## src/rtl/spi_sprite_loader.sv

```systemverilog
// SPI slave loading double-buffered sprite bitmaps/colours; optional status readback under SPI_READBACK_EN.
// Latency: read port 1 clk, SPI bit enters shift reg SYNC_STAGES+1 clk after SCLK edge; no backpressure (SCLK <= clk/8).
module spi_sprite_loader #(
  parameter int NUM_SPRITES = 2,
  parameter int SPRITE_W    = 12,
  parameter int SPRITE_H    = 10,
  parameter int SYNC_STAGES = 2,
  localparam int SW    = (NUM_SPRITES > 1) ? $clog2(NUM_SPRITES) : 1,
  localparam int XW    = (SPRITE_W > 1) ? $clog2(SPRITE_W) : 1,
  localparam int YW    = (SPRITE_H > 1) ? $clog2(SPRITE_H) : 1
) (
  input  logic          clk,
  input  logic          rst_n,
  input  logic          spi_cs,
  input  logic          spi_sclk,
  input  logic          spi_mosi,
  input  logic          spi_mode,
  output logic          spi_miso,
  output logic          spi_miso_oe,
  input  logic          frame_start,
  input  logic [SW-1:0] pix_sprite,
  input  logic [XW-1:0] pix_x,
  input  logic [YW-1:0] pix_y,
  output logic          pix,
  output logic [5:0]    pix_color,
  output logic          pending
);

  localparam int BYTES = (SPRITE_W * SPRITE_H + 7) / 8;
  localparam int AW    = (BYTES > 1) ? $clog2(BYTES) : 1;
  localparam int PW    = AW + 3;

  typedef enum logic [1:0] {IDLE, CMD, DATA} state_t;

  logic [SYNC_STAGES-1:0] cs_sync, sclk_sync, mosi_sync;
  logic                   cs_p, sclk_p;
  logic                   cs_s, sclk_s, mosi_s;
  logic                   cs_fall, cs_rise, sample_edge;

  state_t      state, state_nxt;
  logic [2:0]  bit_cnt;
  logic [6:0]  shreg;
  logic [7:0]  rx_byte;
  logic [1:0]  op;
  logic [3:0]  idx;
  logic [AW-1:0] addr;
  logic        bit_clr, cmd_stb, byte_stb, accept;
  logic [SW-1:0] idx_w;
  logic [3:0]  commit_cnt;

  logic [7:0] shd_bmp [NUM_SPRITES][BYTES];
  logic [7:0] act_bmp [NUM_SPRITES][BYTES];
  logic [5:0] shd_col [NUM_SPRITES];
  logic [5:0] act_col [NUM_SPRITES];

  logic [PW-1:0] rd_p;
  logic          rd_ok;
  logic [7:0]    rd_byte;

  always_ff @(posedge clk) begin
    if (!rst_n) begin
      cs_sync   <= '0;
      sclk_sync <= '0;
      mosi_sync <= '0;
      cs_p      <= 1'b0;
      sclk_p    <= 1'b0;
    end else begin
      cs_sync   <= {cs_sync[SYNC_STAGES-2:0], spi_cs};
      sclk_sync <= {sclk_sync[SYNC_STAGES-2:0], spi_sclk};
      mosi_sync <= {mosi_sync[SYNC_STAGES-2:0], spi_mosi};
      cs_p      <= cs_s;
      sclk_p    <= sclk_s;
    end
  end

  assign cs_s        = cs_sync[SYNC_STAGES-1];
  assign sclk_s      = sclk_sync[SYNC_STAGES-1];
  assign mosi_s      = mosi_sync[SYNC_STAGES-1];
  assign cs_fall     = ~cs_s & cs_p;
  assign cs_rise     = cs_s & ~cs_p;
  assign sample_edge = spi_mode ? (~sclk_s & sclk_p) : (sclk_s & ~sclk_p);
  assign rx_byte     = {shreg, mosi_s};

  always_ff @(posedge clk) begin
    if (!rst_n) state <= IDLE;
    else        state <= state_nxt;
  end

  always_comb begin
    state_nxt = state;
    bit_clr   = 1'b0;
    cmd_stb   = 1'b0;
    byte_stb  = 1'b0;
    case (state)
      IDLE: if (cs_fall) begin
        state_nxt = CMD;
        bit_clr   = 1'b1;
      end
      CMD: if (sample_edge && bit_cnt == 3'd7) begin
        cmd_stb   = 1'b1;
        state_nxt = DATA;
      end
      DATA: if (sample_edge && bit_cnt == 3'd7) byte_stb = 1'b1;
      default: state_nxt = IDLE;
    endcase
    // CS release aborts everything, including a byte completing this cycle
    if (cs_rise) begin
      state_nxt = IDLE;
      cmd_stb   = 1'b0;
      byte_stb  = 1'b0;
    end
  end

  assign idx_w  = idx[SW-1:0];
  assign accept = byte_stb && !op[1] && ({1'b0, idx} < 5'(NUM_SPRITES));

  always_ff @(posedge clk) begin
    if (!rst_n) begin
      bit_cnt    <= '0;
      shreg      <= '0;
      op         <= '0;
      idx        <= '0;
      addr       <= '0;
      pending    <= 1'b0;
      commit_cnt <= '0;
      shd_bmp    <= '{default: '0};
      act_bmp    <= '{default: '0};
      shd_col    <= '{default: '0};
      act_col    <= '{default: '0};
    end else begin
      if (bit_clr) begin
        bit_cnt <= '0;
      end else if (state != IDLE && sample_edge) begin
        bit_cnt <= bit_cnt + 3'd1;
        shreg   <= rx_byte[6:0];
      end
      if (cmd_stb) begin
        op   <= rx_byte[7:6];
        idx  <= rx_byte[3:0];
        addr <= '0;
      end
      if (accept && !op[0]) begin
        shd_bmp[idx_w][addr] <= rx_byte;
        addr <= (addr == AW'(BYTES - 1)) ? '0 : addr + 1'b1;
      end
      if (accept && op[0]) shd_col[idx_w] <= rx_byte[5:0];
      // Active bank takes the pre-write shadow; a coincident byte stays pending
      if (frame_start && pending) begin
        act_bmp    <= shd_bmp;
        act_col    <= shd_col;
        commit_cnt <= commit_cnt + 4'd1;
        pending    <= accept;
      end else if (accept) begin
        pending <= 1'b1;
      end
    end
  end

  assign rd_p    = PW'(pix_y * SPRITE_W + pix_x);
  assign rd_ok   = ({1'b0, pix_x} < (XW+1)'(SPRITE_W)) &&
                   ({1'b0, pix_y} < (YW+1)'(SPRITE_H)) &&
                   ({1'b0, pix_sprite} < (SW+1)'(NUM_SPRITES));
  assign rd_byte = act_bmp[pix_sprite][rd_p[PW-1:3]];

  always_ff @(posedge clk) begin
    if (!rst_n) begin
      pix       <= 1'b0;
      pix_color <= '0;
    end else if (rd_ok) begin
      pix       <= rd_byte[~rd_p[2:0]];
      pix_color <= act_col[pix_sprite];
    end else begin
      pix       <= 1'b0;
      pix_color <= '0;
    end
  end

`ifdef SPI_READBACK_EN
  logic       shift_edge, tx_load, miso_q, oe;
  logic [7:0] tx_sr;

  assign shift_edge = spi_mode ? (sclk_s & ~sclk_p) : (~sclk_s & sclk_p);
  assign tx_load    = (cmd_stb && rx_byte[7:6] == 2'b10) || (byte_stb && op == 2'b10);
  assign oe         = (state == DATA) && (op == 2'b10);

  // Load at the sampling edge, present one bit on each following opposite edge
  always_ff @(posedge clk) begin
    if (!rst_n) begin
      tx_sr  <= '0;
      miso_q <= 1'b0;
    end else begin
      if (tx_load) begin
        tx_sr <= {pending, 3'b000, commit_cnt};
      end else if (shift_edge && state == DATA) begin
        miso_q <= tx_sr[7];
        tx_sr  <= {tx_sr[6:0], 1'b0};
      end
      if (cmd_stb) miso_q <= 1'b0;
    end
  end

  assign spi_miso    = oe & miso_q;
  assign spi_miso_oe = oe;
`else
  assign spi_miso    = 1'b0;
  assign spi_miso_oe = 1'b0;
`endif

endmodule

```

## config.mk

```make
export PLATFORM = sky130hd
export DESIGN_NAME = spi_sprite_loader
export DESIGN_NICKNAME = d
export VERILOG_FILES = /design/src/rtl/spi_sprite_loader.sv
export SDC_FILE = /design/constraint.sdc
export NUM_CORES = 1
export LEC_CHECK = 0
export BUFFER_PORTS_ARGS = -buffer_cell sky130_fd_sc_hd__buf_2
export CORE_MARGIN = 10
export CORE_UTILIZATION = 52
export CTS_BUF_LIST = sky130_fd_sc_hd__clkbuf_8
export DETAILED_ROUTE_END_ITERATION = 12
export PLACE_DENSITY = 0.68
export SLEW_MARGIN = 20
export SYNTH_ARGS = -nofsm -noshare
export SYNTH_HDL_FRONTEND = slang
export SYNTH_SLANG_ARGS = --single-unit
```

## constraint.sdc

```tcl
create_clock -name clk -period 4.8 [get_ports clk]
set_clock_uncertainty 0.2 [all_clocks]
set_input_delay 0.48 -clock clk [delete_from_list [all_inputs] [get_ports clk]]
set_output_delay 0.48 -clock clk [all_outputs]
set_load 0.02 [all_outputs]
```

==> implementation parameters <==
Parameter                              Value

Outcome
  Run status ... completed

Drt
  Count of antenna-violating nets left after detailed routing ... 0
  Vias per cell ... 5.52
  Average wire per standard cell ... 19.2 microns
  Number of detailed-route iterations in the first pass ... 5
  Initial DRC Count ... 1201
  Total via count in the routed design ... 16600
  # DRC ... 0
  Detailed Route WL ... 57.7 mm

Global route
  Global-route track usage on met1 ... 0.285
  Largest net degree at the start of global routing ... 248
  Most Used Layer, Global Route ... met2
  Antenna violations before repair ... 1
  Met2 global-route usage ... 0.346
  Grt met3 use ... 0.0418
  Overflow after GRT ... 0
  Number of global-route vias before repair ... 16200
  GRT Resource Usage Total ... 0.216
  Wire length of the first global-routing pass ... 91.4 mm

Power and ir drop
  Power density of the placed cells ... 357 nW/um^2
  Leakage power summed over all cells ... 8.60 nW
  Worst supply voltage drop on vdd ... 0.281 mV

CTS
  CTS Buffer Depth ... 3
  Number of buffers added by the clock tree synthesis step ... 87
  Clock transition at path regs ... 0.06 ns
  Setup bufs post-CTS ... 0
  Latest clock arrival within the worst-skew pair ... 0.68 ns
  H-tree depth reported by CTS ... 3
  Clk Tree Root Cell ... sky130_fd_sc_hd__clkbuf_8
  CTS tree ... done
  CTS sink cnt ... 542

Final layout
  Highest-count cells in the layout ignoring fill and taps ... 623 x sky130_fd_sc_hd__nand2_1, 542 x sky130_fd_sc_hd__dfxtp_1, 340 x sky130_fd_sc_hd__a21boi_0, 216 x sky130_fd_sc_hd__mux2i_1, 187 x sky130_fd_sc_hd__nor2b_1
  Area growth from synthesis to layout ... 9.66%
  Most common cell after layout, fill and taps aside ... sky130_fd_sc_hd__nand2_1
  Number of cells in the finished layout apart from fillers ... 3007
  Nets ... 2384
  Share of post-route cells with drive strength above 1 ... 0.108

Worst hold path
  Class of the tightest hold or removal check ... in -> reg

Critical path
  Start-to-end type of the worst setup path ... in -> reg
  Largest driver fanout on the critical path ... 48
  Reg-to-reg slack, setup ... 1.68 ns
  Critical path endpoint category ... flip-flop
  Crit path DAT ... 3.91 ns
  Worst path required time ... 5.15 ns
  Launching element type of the critical path ... input pin

Die
  X dimension of the die ... 229 microns
  Area of the placeable core ... 43200 sq um
  Die H ... 229 microns
  Initial Utilization ... 0.528
  Full die area ... 52600 sq um
  Standard-cell rows ... 76
  I/O pin cnt ... 26

Yosys
  Number of synthesized flops with an enable pin ... 0
  Mean cell area of the mapped netlist ... 9.45 sq um
  Gate count of the mapped netlist ... 2410
  Sequential-to-total area share from yosys stat ... 0.476
  Number of library cell types mapped by synthesis ... 58
  Proportion of synthesized flip-flops having asynchronous set or reset ... 0
  Cell area after synthesis ... 22800 sq um
  Total of warnings raised by yosys ... 0
  Most instantiated flip-flop cell in the synthesis netlist ... sky130_fd_sc_hd__dfxtp_1
  Number of flip-flops and latches in the synthesized netlist ... 542

Placed design
  Final weighted congestion in routability-driven placement ... 0.847
  Minimum setup slack after placement ... 0.520 ns
  Post-detailed-placement half-perimeter wirelength ... 35.3 mm
  Count of port buffers added during placement ... 23
  Inst Count DP ... 2849

STA
  Slew margin rel. ... 0.216
  Total Negative Setup Slacks ... 0 ns
  Final setup violation count ... 0
  Count of final max-slew check failures ... 0
  Period minus WS final ... 3.56 ns
  Least-Margin Pin Slew ... 1.17 ns
  Period Utilization, post-route ... 0.742
  Worst-case setup margin in the final layout ... 1.24 ns
  Unrepaired setup endpoints after global routing ... no
  Final number of hold-violating endpoints ... 0
  Max Fclk ... 0.281 GHz

Flow run
  Max-Cap Viols ... 0
[cell usage after synthesis (6+ instances only)]
library cell / count / area [sq um]
sky130_fd_sc_hd__a21boi_0: 340 / 2550
sky130_fd_sc_hd__a21oi_1: 6 / 30.0
sky130_fd_sc_hd__and2_1: 13 / 81.3
sky130_fd_sc_hd__and3_1: 7 / 43.8
sky130_fd_sc_hd__buf_1: 17 / 63.8
sky130_fd_sc_hd__buf_2: 22 / 110
sky130_fd_sc_hd__buf_4: 6 / 45.0
sky130_fd_sc_hd__clkbuf_1: 156 / 586
sky130_fd_sc_hd__dfxtp_1: 542 / 10900
sky130_fd_sc_hd__ha_1: 8 / 100
sky130_fd_sc_hd__mux2i_1: 216 / 2160
sky130_fd_sc_hd__mux4_2: 55 / 1240
sky130_fd_sc_hd__nand2_1: 624 / 2340
sky130_fd_sc_hd__nand2b_1: 6 / 37.5
sky130_fd_sc_hd__nand3_1: 94 / 470
sky130_fd_sc_hd__nor2_1: 21 / 78.8
sky130_fd_sc_hd__nor2_4: 6 / 67.6
sky130_fd_sc_hd__nor2b_1: 187 / 1170
sky130_fd_sc_hd__o22ai_1: 6 / 37.5
[sequential cells by signal, summed over array words and instances, names as in the netlist, 3 cells and up]
name / count
shd_col: 12
shd_bmp: 240
shreg: 7
pix_color: 6
idx: 4
act_bmp: 240
addr: 4
bit_cnt: 3
act_col: 12
[repair_timing]
| action | CTS | global route |
|---|---|---|
| endpoints found under the hold margin | 5 | 0 |
| gates resized for setup | 0 | 0 |
| hold buffers | 5 | 0 |
[metal layers]
metal	vias to the layer above	wire [microns]
li1	7987	-
met1	8077	26000
met2	431	26700
met3	110	3420
met4	0	1670
met5	-	0
[cell type report]
| cell class | count | area, sq um |
|---|---|---|
| diodes | 1 | 2.50 |
| clock buffers | 109 | 1500 |
| clock inverters | 43 | 233 |
| fillers | 3840 | 18200 |
| inverters | 3 | 11.3 |
| multi-input cells | 1663 | 11100 |
| flip-flops and latches | 542 | 10900 |
| well taps | 585 | 732 |
| repair buffers | 61 | 500 |
[where the power goes]
part           internal [mW]  leakage (nW)  switching, mW  total (mW)
Combinational          0.217          3.23          0.266       0.484
Clock                   2.10          1.00           1.82        3.92
Sequential              4.50          4.36        0.00289        4.51
[worst paths after layout]
| kind | startpoint | endpoint | depth (start not counted) |
|---|---|---|---|
| max reg2reg | sclk_sync[1] | shd_bmp[52] | 8 |
| min reg2reg | sclk_sync[0] | sclk_sync[1] | 1 |
| min | rst_n | act_bmp[6] | 2 |
| max | pix_y[1] | pix | 10 |
[kinds of logic after synthesis]
| family | count (synthesis) | share of synthesized area |
|---|---|---|
| AND/OR/NAND/NOR | 985 | 0.198 |
| flip-flops | 542 | 0.476 |
| AO/OA/AOI/OAI | 382 | 0.125 |
| multiplexers | 278 | 0.154 |
| buffers and inverters | 206 | 0.0368 |
| adder cells (fa/ha/maj) | 10 | 0.00615 |
| XOR/XNOR | 6 | 0.00330 |
| other | 1 | 0.000165 |
[critical path, cell delays in order]
cell	delay [ns]
sky130_fd_sc_hd__buf_2	0.13
sky130_fd_sc_hd__ha_1	0.32
sky130_fd_sc_hd__fa_4	1.06
sky130_fd_sc_hd__buf_12	0.35
sky130_fd_sc_hd__mux4_2	0.55
sky130_fd_sc_hd__mux4_2	0.50
sky130_fd_sc_hd__nand2_1	0.09
sky130_fd_sc_hd__o2111a_1	0.20
sky130_fd_sc_hd__a2111o_1	0.10
sky130_fd_sc_hd__a22oi_1	0.08
[per-stage QoR]
step                cell area [sq um]  hold WS (ns)  utilization  total power [mW]
floorplan                       22800         0.212            -              4.97
global placement                23200         0.216        0.537              5.08
detailed placement              23200         0.226        0.537              5.08
CTS                             25000        0.0144        0.579              8.99
global route                    25000        0.0609        0.579              9.21
finish                          25000        0.0468        0.579              8.91
(Power assumes the default switching activity.)
